--- src/rtl/kyber_pkg.sv ---
// Shared constants and types for the Kyber polynomial datapath.
package kyber_pkg;
    localparam int KYBER_N        = 256;
    localparam int KYBER_Q        = 3329;
    localparam int BYTES_PER_WORD = 8;
    localparam int WORDS_PER_POLY = KYBER_N / BYTES_PER_WORD;

    typedef enum logic [1:0] {
        ST_IDLE,
        ST_FILL,
        ST_DRAIN,
        ST_DONE
    } feeder_state_t;
endpackage

--- src/rtl/byte_lane_packer.sv ---
// Collect register for one t word: per-lane byte writes plus a bypass view
// that already contains the byte being written this cycle.
module byte_lane_packer
    import kyber_pkg::*;
#(
    parameter int LANES = BYTES_PER_WORD,
    parameter int IDX_W = $clog2(BYTES_PER_WORD)
) (
    input  logic                  clk,
    input  logic                  rst_n,
    input  logic                  wr_en,
    input  logic [IDX_W-1:0]      wr_idx,
    input  logic [7:0]            wr_data,
    output logic [LANES-1:0][7:0] word_full
);
    logic [LANES-1:0][7:0] lanes;

    always_ff @(posedge clk) begin
        if (!rst_n) begin
            lanes <= '0;
        end else if (wr_en) begin
            lanes[wr_idx] <= wr_data;
        end
    end

    // Bypass lets the last byte complete the word in the same cycle it arrives.
    for (genvar g = 0; g < LANES; g++) begin : g_lane
        assign word_full[g] = (wr_idx == IDX_W'(g)) ? wr_data : lanes[g];
    end
endmodule

--- src/rtl/poly_decompress_feeder.sv ---
// Byte-stream front end: packs 256 coefficient bytes into 32 t words and
// pulses each one to a decompressor that cannot stall.
module poly_decompress_feeder
    import kyber_pkg::*;
#(
    parameter int KYBER_N        = kyber_pkg::KYBER_N,
    parameter int BYTES_PER_WORD = kyber_pkg::BYTES_PER_WORD,
    localparam int WORDS = KYBER_N / BYTES_PER_WORD,
    localparam int BW    = $clog2(BYTES_PER_WORD),
    localparam int WW    = $clog2(WORDS)
) (
    input  logic                        clk,
    input  logic                        rst_n,
    input  logic                        start,
    input  logic [7:0]                  s_tdata,
    input  logic                        s_tvalid,
    output logic                        s_tready,
    output logic [8*BYTES_PER_WORD-1:0] t,
    output logic                        t_valid,
    output logic [WW-1:0]               t_index,
    output logic                        t_last,
    output logic                        busy,
    output logic                        done
);
    localparam logic [BW-1:0] BYTE_LAST = BW'(BYTES_PER_WORD - 1);
    localparam logic [WW-1:0] WORD_LAST = WW'(WORDS - 1);

    feeder_state_t                    state;
    logic [BW-1:0]                    byte_cnt;
    logic [WW-1:0]                    word_cnt;
    logic                             accept;
    logic [BYTES_PER_WORD-1:0][7:0]   word_full;

    assign accept = s_tvalid && s_tready;

    byte_lane_packer #(
        .LANES (BYTES_PER_WORD),
        .IDX_W (BW)
    ) u_packer (
        .clk       (clk),
        .rst_n     (rst_n),
        .wr_en     (accept),
        .wr_idx    (byte_cnt),
        .wr_data   (s_tdata),
        .word_full (word_full)
    );

    always_ff @(posedge clk) begin
        if (!rst_n) begin
            state    <= ST_IDLE;
            byte_cnt <= '0;
            word_cnt <= '0;
            t        <= '0;
            t_valid  <= 1'b0;
            t_index  <= '0;
            t_last   <= 1'b0;
            s_tready <= 1'b0;
            busy     <= 1'b0;
            done     <= 1'b0;
        end else begin
            t_valid <= 1'b0;
            t_last  <= 1'b0;
            done    <= 1'b0;
            case (state)
                ST_IDLE: begin
                    byte_cnt <= '0;
                    word_cnt <= '0;
                    if (start) begin
                        state    <= ST_FILL;
                        s_tready <= 1'b1;
                        busy     <= 1'b1;
                    end
                end
                ST_FILL: begin
                    if (accept) begin
                        byte_cnt <= byte_cnt + 1'b1;
                        if (byte_cnt == BYTE_LAST) begin
                            t        <= word_full;
                            t_valid  <= 1'b1;
                            t_index  <= word_cnt;
                            t_last   <= (word_cnt == WORD_LAST);
                            word_cnt <= word_cnt + 1'b1;
                            // Drop ready on the same edge so no 257th byte slips in.
                            if (word_cnt == WORD_LAST) begin
                                state    <= ST_DRAIN;
                                s_tready <= 1'b0;
                            end
                        end
                    end
                end
                ST_DRAIN: begin
                    state <= ST_DONE;
                    done  <= 1'b1;
                    busy  <= 1'b0;
                end
                ST_DONE: begin
                    state <= ST_IDLE;
                end
                default: begin
                    state <= ST_IDLE;
                end
            endcase
        end
    end
endmodule

--- config.mk ---
export PLATFORM = sky130hd
export DESIGN_NAME = poly_decompress_feeder
export DESIGN_NICKNAME = d
export VERILOG_FILES = /design/src/rtl/kyber_pkg.sv /design/src/rtl/byte_lane_packer.sv /design/src/rtl/poly_decompress_feeder.sv
export SDC_FILE = /design/constraint.sdc
export NUM_CORES = 1
export LEC_CHECK = 0
export CORE_ASPECT_RATIO = 1.1
export CORE_MARGIN = 2
export CORE_UTILIZATION = 49
export DETAILED_ROUTE_END_ITERATION = 8
export HOLD_SLACK_MARGIN = 0.08
export PLACE_DENSITY_LB_ADDON = 0.2
export SYNTH_ARGS = -nofsm -noshare
export SYNTH_HDL_FRONTEND = slang
export SYNTH_SLANG_ARGS = --single-unit
--- constraint.sdc ---
create_clock -name clk -period 2.4 [get_ports clk]
set_input_delay 0.24 -clock clk [delete_from_list [all_inputs] [get_ports clk]]
set_output_delay 0.24 -clock clk [all_outputs]
set_load 0.02 [all_outputs]
==> results.json, run 1 <==
{
  "cts_buffer_count": 17,
  "cts_num_sinks": 140,
  "combined_buffer_and_inverter_count_along_the_critical_path": 1,
  "tritoncts_clock_tree": "done",
  "seq_area_frac_synth_pct": 46.84,
  "worst_path_dominant_cell_family": "adder cells",
  "postLayoutSetupSlackWorst_ns": 0.1976,
  "grt_pass1_wl_mm": 24.75,
  "intPower_mw": 4.083,
  "routedWlPerCell_um": 16.54,
  "routed-via-count": 5335,
  "nets": 781,
  "synthesis.nets": 734,
  "io_pins": 86,
  "timing_worst_setup_path_type": "flop to flop",
  "yosysTopAreaCellShare_pct": 46.84,
  "ys_types": 38,
  "synth_top_cell_by_area": "sky130_fd_sc_hd__dfxtp_1",
  "path_common_cell": "sky130_fd_sc_hd__ha_1",
  "synth-seq-cells": 140,
  "slew_viol_final": 0,
  "post-route-min-period_ns": 2.202,
  "cts_root_buf": "sky130_fd_sc_hd__clkbuf_16",
  "clk_latency_ns": 0.42,
  "max_slew.worst_pin.slew_ns": 0.7552,
  "max_slew_margin_pct": 49.55,
  "start_util_pct": 49.94,
  "total_global_routing_overflow": 0,
  "timing.rr.start": "byte_cnt[0]",
  "final.period_utilization_pct": 91.77,
  "p_switching_mw": 1.589,
  "via_per_inst": 5.793,
  "postSynth.asyncResetShare_pct": 0,
  "drv_cap": 0,
  "holdBufCountCts": 0,
  "min_from": "start",
  "postRouteAntennaNets": 0,
  "finalHoldWorstSlack_ns": 0.4320,
  "worst_r2r_endpoint": "t[45]",
  "diodes": 0,
  "post_cts_buffers": 0,
  "die_height_um": 119.9,
  "worst_path_max_delay_cell": "sky130_fd_sc_hd__dfxtp_1",
  "cts_buffer_depth": 2,
  "final_layout_size_suffix_gt1_share_pct": 6.910,
  "pwr-share-comb_pct": 15.3,
  "die_area_um2": 13110,
  "setup.worst_path.end_class": "flop",
  "drt_first_iter_violations": 340,
  "finalHoldViolCount": 0,
  "pd_cells_nw_per_um2": 768.3,
  "unrepaired_setup_endpoints_after_global_routing": "no",
  "crit_path_max_fanout": 93,
  "dominantRegCellSynth": "sky130_fd_sc_hd__dfxtp_1",
  "rows": 42,
  "startpoint_type": "flop",
  "area_growth_syn_to_layout_pct": 23.38,
  "number_of_antenna_violations_at_the_first_check_in_global_routing": 0,
  "p_clk_share_pct": 41.6,
  "leakage_nw": 2.387,
  "critical_path.max_stage_delay_ns": 0.53,
  "regToRegSetupSlack_ns": 0.20,
  "path_cells": "ha_1 > ha_1 > and4_4 > buf_12 > nor2_1 > a311oi_1",
  "design.core.area_um2": 11980,
  "worst-endpoint-required_ns": 2.72,
  "detailedPlace.worstSlack_ns": 0.2695,
  "gpl.final_weighted_congestion": 0.7873,
  "clk_transition_reported_paths_ns": 0.06,
  "seqPwrFrac_pct": 43.0,
  "synth.cell_area_um2": 5983,
  "min_path_cells": 3,
  "cts_max_level": 4,
  "worstRegToRegCells": 6,
  "critical_path_arrival_ns": 2.53,
  "synthMostInstantiatedCell": "sky130_fd_sc_hd__dfxtp_1",
  "vdd_ir_max_mv": 0.4118,
  "port_buffers": 85,
  "final-setup-viol-count": 0,
  "cell_depth_of_the_worst_setup_path": 6,
  "grt_util_all_layers_pct": 24.08,
  "hp-class": "primary input to flop",
  "post-dp-hpwl_mm": 9.461,
  "run_status": "completed",
  "grt_max_degree": 94,
  "number_of_flops_mapped_to_enable_cells_by_yosys": 0,
  "drc_errors": 0,
  "grt_pass1_vias": 4925,
  "count_of_tritonroute_iterations_in_the_first_routing_pass": 5,
  "finalClockSkew_ns": 0.007913,
  "die_w_um": 109.4,
  "syn-mean-instance-area_um2": 8.427,
  "synthCells": 710,
  "min_to": "busy",
  "postCtsResizedCells": 0,
  "drt-total-wl_mm": 15.23,
  "power.switching_fraction_pct": 28.02,
  "fmax_mhz": 454.0,
  "setup_tns_ns": 0,
  "synthTopCellsByArea": "sky130_fd_sc_hd__dfxtp_1, sky130_fd_sc_hd__nand3_1, sky130_fd_sc_hd__a21oi_1",
  "synthTopCellsByCount": "sky130_fd_sc_hd__dfxtp_1, sky130_fd_sc_hd__nand3_1, sky130_fd_sc_hd__a21oi_1",
  "synthesis.yosys.warnings": 0
}
==> power groups by stage <==
stage	registers [mW]	clock network (mW)	logic, mW
final	2.44	2.36	0.869
after global routing	2.45	2.49	0.948
after CTS	2.44	2.39	0.865
after floorplan	2.47	0	0.652
after detailed placement	2.49	0	0.858
after global placement	2.48	0	0.839
==> how the worst max path moves through the flow <==
stage / start / endpoint / slack, ns
finish: byte_cnt[0] / t[45] / 0.20
detailed placement: byte_cnt[0] / t[39] / 0.27
global route: byte_cnt[0] / t[39] / 0.01
floorplan: byte_cnt[2] / t[24] / 0.66
global placement: byte_cnt[0] / t[39] / 0.38
CTS: byte_cnt[0] / t[45] / 0.21
==> sequential cells by signal, indices dropped and copies added, names as in the netlist, 2 cells and up <==
register and count:
state 2, t 64, u_packer.lanes 56, t_index 5, byte_cnt 3, word_cnt 5
==> layer usage <==
layer,routed length (um),vias up,track usage [%]
li1,-,2610,-
met1,6658,2509,32.70
met2,7323,202,37.73
met3,1067,14,5.323
met4,183,0,8.149
met5,0,-,0
==> cell families (layout without fill, tap and decap cells) <==
family / Yosys count / after routing / synth area share (%)
muxes: 36 / 36 / 6.085
adders and majority gates: 12 / 12 / 2.509
and+or+nand+nor: 233 / 233 / 17.73
buffers and inverters: 87 / 144 / 6.608
DFF: 140 / 140 / 46.84
AOI/OAI and AO/OA: 202 / 202 / 20.22
==> metrics by stage <==
stage               area (um^2)  utilization, %  power [mW]  std cells
global route               7382           61.61       5.890        921
floorplan                  5983               -       3.126        710
finish                     7382           61.61       5.672        921
CTS                        7382           61.61       5.696        921
global placement           6860           57.26       3.324        892
detailed placement         6860           57.26       3.348        892
==> worst reg2reg max path: cells and delay by family, from the launching register on <==
family / cells / cell delay [ns]
buffers and inverters: 1 / 0.30
adders and majority gates: 2 / 0.57
AOI/OAI and AO/OA: 1 / 0.27
and+or+nand+nor: 2 / 0.44
DFF: 1 / 0.53
==> layout make-up <==
class	instances	area [um^2]
clock buffer	20	446.7
clock inverter	9	75.07
fill	1073	4599
inverter	10	38.79
multi-input combinational	483	2788
sequential	140	2803
tap	154	192.7
timing repair buffer	105	1039
==> cells in the final DEF (no fill, tap or decap), types with 2 or more instances in the layout <==
cell type	count
sky130_fd_sc_hd__and3_1	2
sky130_fd_sc_hd__clkbuf_16	17
sky130_fd_sc_hd__nor2b_1	3
sky130_fd_sc_hd__nand4b_1	2
sky130_fd_sc_hd__dfxtp_1	140
sky130_fd_sc_hd__nand3_1	88
sky130_fd_sc_hd__nand2b_1	6
sky130_fd_sc_hd__nor2_1	59
sky130_fd_sc_hd__a211oi_1	32
sky130_fd_sc_hd__ha_1	12
sky130_fd_sc_hd__o21ai_1	16
sky130_fd_sc_hd__a311oi_1	24
sky130_fd_sc_hd__buf_12	3
sky130_fd_sc_hd__inv_1	9
sky130_fd_sc_hd__or4_1	3
sky130_fd_sc_hd__buf_4	17
sky130_fd_sc_hd__clkdlybuf4s50_1	85
sky130_fd_sc_hd__a21oi_1	78
sky130_fd_sc_hd__o31ai_1	2
sky130_fd_sc_hd__mux2i_1	35
sky130_fd_sc_hd__clkinvlp_4	2
sky130_fd_sc_hd__clkinv_2	7
sky130_fd_sc_hd__clkbuf_1	2
sky130_fd_sc_hd__nand2_1	61
sky130_fd_sc_hd__nand4_1	2
sky130_fd_sc_hd__o21ai_0	46
(Power assumes the default switching activity.)
==> inputs of run 2 (changes only) <==
CORE_ASPECT_RATIO = not set   (was 1.1)
clock period = 2.3 ns   (was 2.4 ns; I/O delays follow)
==> run 2 against run 1 <==
Combinational power up 7.8%. Power rose by 11%. Hold slack improved by 0.024 ns. First-iteration DRC count down 3.8%. Sequential cell count unchanged. Worst setup slack improved by 0.13 ns. Non-clock buffer count increased by 8. Clock power grew 19%. Sequential share of layout area fell by 0.65 points. Wire length increased by 0.32%. Cell count increased by 0.33%. Final area grew 1.7%. Critical path type unchanged. Critical endpoint is now word_cnt[3].
==> results.json, run 2 (same netlist as run 1, synthesis figures left out) <==
{
  "design.core.area_um2": 11960,
  "drc_errors": 0,
  "final-setup-viol-count": 0,
  "area_growth_syn_to_layout_pct": 25.53,
  "fmax_mhz": 506.2,
  "path_common_cell": "sky130_fd_sc_hd__ha_1",
  "setup_tns_ns": 0,
  "routedWlPerCell_um": 16.54,
  "worst-endpoint-required_ns": 2.65,
  "pd_cells_nw_per_um2": 837.1,
  "place_inst": 893,
  "holdBufCountCts": 0,
  "path_cells": "ha_1 > ha_1 > buf_4 > mux2i_2 > or4_1 > a21oi_1",
  "clk_transition_reported_paths_ns": 0.06,
  "regToRegSetupSlack_ns": 0.32,
  "setup.worst_path.end_class": "flop",
  "finalHoldViolCount": 0,
  "die_area_um2": 13110,
  "cp-endpoint": "word_cnt[3]",
  "rows": 40,
  "worstRegToRegCells": 6,
  "hp-class": "primary input to flop",
  "cts_buffer_depth": 2,
  "finalClockSkew_ns": 0.005675,
  "cts_num_sinks": 140,
  "total_global_routing_overflow": 0,
  "reg_top3": "t x64, u_packer.lanes x56",
  "nFillCells": 1022,
  "die_height_um": 114.5,
  "largest_register": "t",
  "largest_register_ffs": 64,
  "diodes": 0,
  "routed-via-count": 5340,
  "most_common_library_cell_in_the_layout_ignoring_fill_and_taps": "sky130_fd_sc_hd__dfxtp_1",
  "grt_util_all_layers_pct": 24.12,
  "worst_r2r_endpoint": "word_cnt[3]",
  "final_area_um2": 7511,
  "final-instance-count-excl-fill": 924,
  "max_slew_margin_pct": 44.14,
  "slew_viol_final": 0,
  "unrepaired_setup_endpoints_after_global_routing": "no",
  "post-route-min-period_ns": 1.976,
  "cts_root_buf": "sky130_fd_sc_hd__clkbuf_16",
  "number_of_antenna_violations_at_the_first_check_in_global_routing": 0,
  "gpl.final_weighted_congestion": 0.8147,
  "run_status": "completed",
  "startpoint_type": "flop",
  "final.period_utilization_pct": 85.90,
  "postRouteAntennaNets": 0,
  "critical_path_arrival_ns": 2.32,
  "grt_pass1_wl_mm": 25.00,
  "grt_max_degree": 77,
  "detailedPlace.worstSlack_ns": 0.3090,
  "start_util_pct": 50.02,
  "nets": 789,
  "leakage_nw": 2.472,
  "layout.cells.most_common_list": "sky130_fd_sc_hd__dfxtp_1, sky130_fd_sc_hd__nand3_1, sky130_fd_sc_hd__clkdlybuf4s50_1",
  "post-dp-hpwl_mm": 9.672,
  "post_cts_buffers": 0,
  "postLayoutSetupSlackWorst_ns": 0.3244,
  "critical_path.max_stage_delay_ns": 0.52,
  "layout.core_utilization_pct": 62.79,
  "drt_first_iter_violations": 327,
  "cts_max_level": 4,
  "p_total_mw": 6.288,
  "io_pins": 86,
  "count_of_tritonroute_iterations_in_the_first_routing_pass": 4,
  "via_per_inst": 5.779,
  "timing_worst_setup_path_type": "flop to flop",
  "worst_setup_path_startpoint": "byte_cnt[1]",
  "finalHoldWorstSlack_ns": 0.4564,
  "postCtsResizedCells": 0,
  "worst_path_max_delay_cell": "sky130_fd_sc_hd__or4_1",
  "clk_latency_ns": 0.42,
  "timing.rr.start": "byte_cnt[1]",
  "crit_path_max_fanout": 12,
  "die_w_um": 114.5,
  "final_layout_size_suffix_gt1_share_pct": 8.108,
  "cts_buffer_count": 17,
  "grt_pass1_vias": 4937,
  "vdd_ir_max_mv": 0.4034,
  "tritoncts_clock_tree": "done",
  "port_buffers": 85,
  "drt-total-wl_mm": 15.28,
  "drv_cap": 0,
  "postPlaceCellArea_um2": 6899,
  "max_slew.worst_pin.slew_ns": 0.8361
}
run 2: cell types whose count changed in the layout (fill, tap and decap cells not counted), sizes merged:
cell / before / now
bufinv: 1 / 3
clkinv: 7 / 5
buf: 20 / 28
clkinvlp: 2 / 0
clkbuf: 20 / 24
run 2: layout make-up:
class / instances / area, um^2 / share of cell area, %
flip-flops and latches: 140 / 2803 / 37.31
multi-input cells: 483 / 2788 / 37.11
repair buffers: 113 / 1086 / 14.46
clock buffers: 24 / 501.7 / 6.680
well taps: 147 / 183.9 / 2.449
clock inverters: 7 / 110.1 / 1.466
inverters: 10 / 38.79 / 0.5164
run 2: where the power goes:
| group | internal (mW) | switching, mW |
|---|---|---|
| logic | 0.310 | 0.627 |
| clock network | 1.84 | 0.977 |
| registers | 2.48 | 0.0572 |
run 2: critical path, delay by kind of cell, from the launching register on:
family | cells | cell delay (ns)
muxes | 1 | 0.15
and+or+nand+nor | 1 | 0.52
AOI/OAI and AO/OA | 1 | 0.15
buffers and inverters | 1 | 0.16
adders and majority gates | 2 | 0.42
DFF | 1 | 0.50
run 2: per-layer routing:
metal / track usage, % / vias to the layer above / share of wire [%]
met2: 38.58 / 170 / 47
li1: - / 2623 / -
met1: 32.33 / 2527 / 46
met3: 4.976 / 20 / 5.4
met5: 0 / - / 0
met4: 8.618 / 0 / 1.4
run 2: worst min path at each step:
stage | slack, ns | end | cells past startpoint | from
4_1_cts | 0.43 | busy | 3 | start
5_1_grt | 0.48 | busy | 3 | start
6_report | 0.46 | busy | 3 | start
3_3_place_gp | 0.45 | t[61] | 2 | t[61]
3_5_place_dp | 0.45 | t_index[2] | 2 | t_index[2]
2_1_floorplan | 0.39 | busy | 2 | start
==> inputs of run 3 (changes only) <==
DONT_BUFFER_PORTS = 1   (was not set)
==> run 3 against run 2 <==
Fmax fell by 3.6%. Count of clock-buffer cells in the layout down 7. Die area is the same. Hold slack worse by 0.37 ns. Sequential share of layout area up 4.8 points. Core utilization fell by 7.1 points. Non-clock buffer count down 82.
==> results.json, run 3 (same netlist as run 1, synthesis figures left out) <==
{
  "tritoncts_clock_tree": "done",
  "hp-class": "primary input to flop",
  "critical_path.max_stage_delay_ns": 0.55,
  "post_cts_buffers": 0,
  "rows": 40,
  "run_status": "completed",
  "critical_path_arrival_ns": 2.39,
  "die_height_um": 114.5,
  "detailedPlace.worstSlack_ns": 0.2642,
  "area_growth_syn_to_layout_pct": 11.25,
  "routedWlPerCell_um": 18.05,
  "path_common_cell": "sky130_fd_sc_hd__ha_1",
  "final-setup-viol-count": 0,
  "cts_buffer_count": 17,
  "drt_first_iter_violations": 342,
  "place_inst": 798,
  "cts_num_sinks": 140,
  "largest_register_ffs": 64,
  "gpl.final_weighted_congestion": 0.8130,
  "post-dp-hpwl_mm": 9.083,
  "clk_transition_reported_paths_ns": 0.06,
  "cts_root_buf": "sky130_fd_sc_hd__clkbuf_16",
  "die_w_um": 114.5,
  "intPower_mw": 4.228,
  "startpoint_type": "flop",
  "crit_path_max_fanout": 13,
  "nets": 707,
  "layout.cells.most_common_list": "sky130_fd_sc_hd__dfxtp_1, sky130_fd_sc_hd__nand3_1, sky130_fd_sc_hd__a21oi_1",
  "postRouteAntennaNets": 0,
  "count_of_tritonroute_iterations_in_the_first_routing_pass": 5,
  "routed-via-count": 5035,
  "finalClockSkew_ns": 0.007144,
  "grt_util_all_layers_pct": 23.99,
  "drc_errors": 0,
  "largest_register": "t",
  "number_of_antenna_violations_at_the_first_check_in_global_routing": 0,
  "max_slew_margin_pct": 42.79,
  "design.core.area_um2": 11960,
  "port_buffers": 0,
  "cts_buffer_depth": 2,
  "via_per_inst": 5.973,
  "clk_latency_ns": 0.43,
  "reg_top3": "t x64, u_packer.lanes x56",
  "unrepaired_setup_endpoints_after_global_routing": "no",
  "final-instance-count-excl-fill": 843,
  "p_switching_mw": 1.732,
  "grt_pass1_wl_mm": 24.40,
  "drv_cap": 0,
  "leakage_nw": 2.137,
  "postLayoutSetupSlackWorst_ns": 0.2516,
  "timing_worst_setup_path_type": "flop to flop",
  "pd_cells_nw_per_um2": 895.3,
  "max_slew.worst_pin.slew_ns": 0.8553,
  "post-route-min-period_ns": 2.048,
  "most_common_library_cell_in_the_layout_ignoring_fill_and_taps": "sky130_fd_sc_hd__dfxtp_1",
  "setup_tns_ns": 0,
  "power.switching_fraction_pct": 29.06,
  "nFillCells": 1120,
  "final_layout_size_suffix_gt1_share_pct": 8.046,
  "grt_pass1_vias": 4672,
  "slew_viol_final": 0,
  "fmax_mhz": 488.2,
  "io_pins": 86,
  "postCtsResizedCells": 0,
  "holdBufCountCts": 13,
  "drt-total-wl_mm": 15.22,
  "total_global_routing_overflow": 0,
  "worst_path_max_delay_cell": "sky130_fd_sc_hd__dfxtp_1",
  "final.period_utilization_pct": 89.06,
  "path_cells": "ha_1 > ha_1 > buf_4 > mux2i_2 > or4_1 > a21oi_1",
  "start_util_pct": 50.02,
  "cts_max_level": 4,
  "worst-endpoint-required_ns": 2.64,
  "finalHoldViolCount": 0,
  "vdd_ir_max_mv": 0.5183,
  "setup.worst_path.end_class": "flop",
  "die_area_um2": 13110,
  "grt_max_degree": 97,
  "seqPwrFrac_pct": 43.1,
  "finalHoldWorstSlack_ns": 0.08707,
  "diodes": 0,
  "pwr-share-comb_pct": 14.3,
  "p_clk_share_pct": 42.6
}
-- run 3: cell count changes in the layout (fill, tap and decap cells not counted), moves of 2 or more --
cell	previous run	this run
sky130_fd_sc_hd__clkinvlp_4	0	5
sky130_fd_sc_hd__clkbuf_1	2	0
sky130_fd_sc_hd__clkdlybuf4s50_1	85	0
sky130_fd_sc_hd__buf_4	26	16
sky130_fd_sc_hd__bufinv_16	3	1
sky130_fd_sc_hd__clkbuf_8	5	0
sky130_fd_sc_hd__dlygate4sd3_1	0	13
sky130_fd_sc_hd__clkinv_4	0	4
-- run 3: worst paths after layout --
kind	start	endpoint	slack, ns	cells past startpoint
worst max-delay path	byte_cnt[0]	word_cnt[3]	0.25	6
worst min-delay path	s_tdata[5]	t[29]	0.09	2
worst max register to register	byte_cnt[0]	word_cnt[3]	0.25	6
worst min register to register	u_packer.lanes[26]	u_packer.lanes[26]	0.47	2
-- run 3: area by class of cell --
class	instances	area, um^2	area share (%)
Clock buffer	17	425.4	6.391
Clock inverter	15	127.6	1.917
Timing Repair Buffer	31	290.3	4.361
Sequential cell	140	2803	42.11
Tap cell	147	183.9	2.763
Multi-Input combinational cell	483	2788	41.88
Inverter	10	38.79	0.5827
-- run 3: power groups by stage --
| stage | Sequential, mW | Clock, mW | Combinational (mW) |
|---|---|---|---|
| 2_1_floorplan | 2.58 | 0 | 0.681 |
| 3_3_place_gp | 2.62 | 0 | 0.755 |
| 3_5_place_dp | 2.62 | 0 | 0.776 |
| 4_1_cts | 2.57 | 2.58 | 0.841 |
| 5_1_grt | 2.57 | 2.71 | 0.927 |
| 6_report | 2.57 | 2.54 | 0.850 |
-- run 3: metrics by stage --
step	utilization, %	power, mW	cell area (um^2)
2_1_floorplan	-	3.262	5983
3_3_place_gp	49.94	3.370	5973
3_5_place_dp	49.94	3.399	5973
4_1_cts	55.65	5.992	6656
5_1_grt	55.65	6.208	6656
6_report	55.65	5.960	6656
-- run 3: routing by layer --
metal	vias to the layer above	part of all wire, %	track usage (%)
li1	2464	-	-
met1	2369	44	31.76
met2	174	45	35.82
met3	28	8.4	8.047
met4	0	2.2	10.00
met5	-	0	0
-- run 3: worst max-delay path: cells and delay by family, from the launching register on --
family	cells	cell delay [ns]
flip-flops	1	0.55
AND/OR/NAND/NOR	1	0.50
adder cells (fa/ha/maj)	2	0.44
AO/OA/AOI/OAI	1	0.18
buffers and inverters	1	0.15
multiplexers	1	0.14
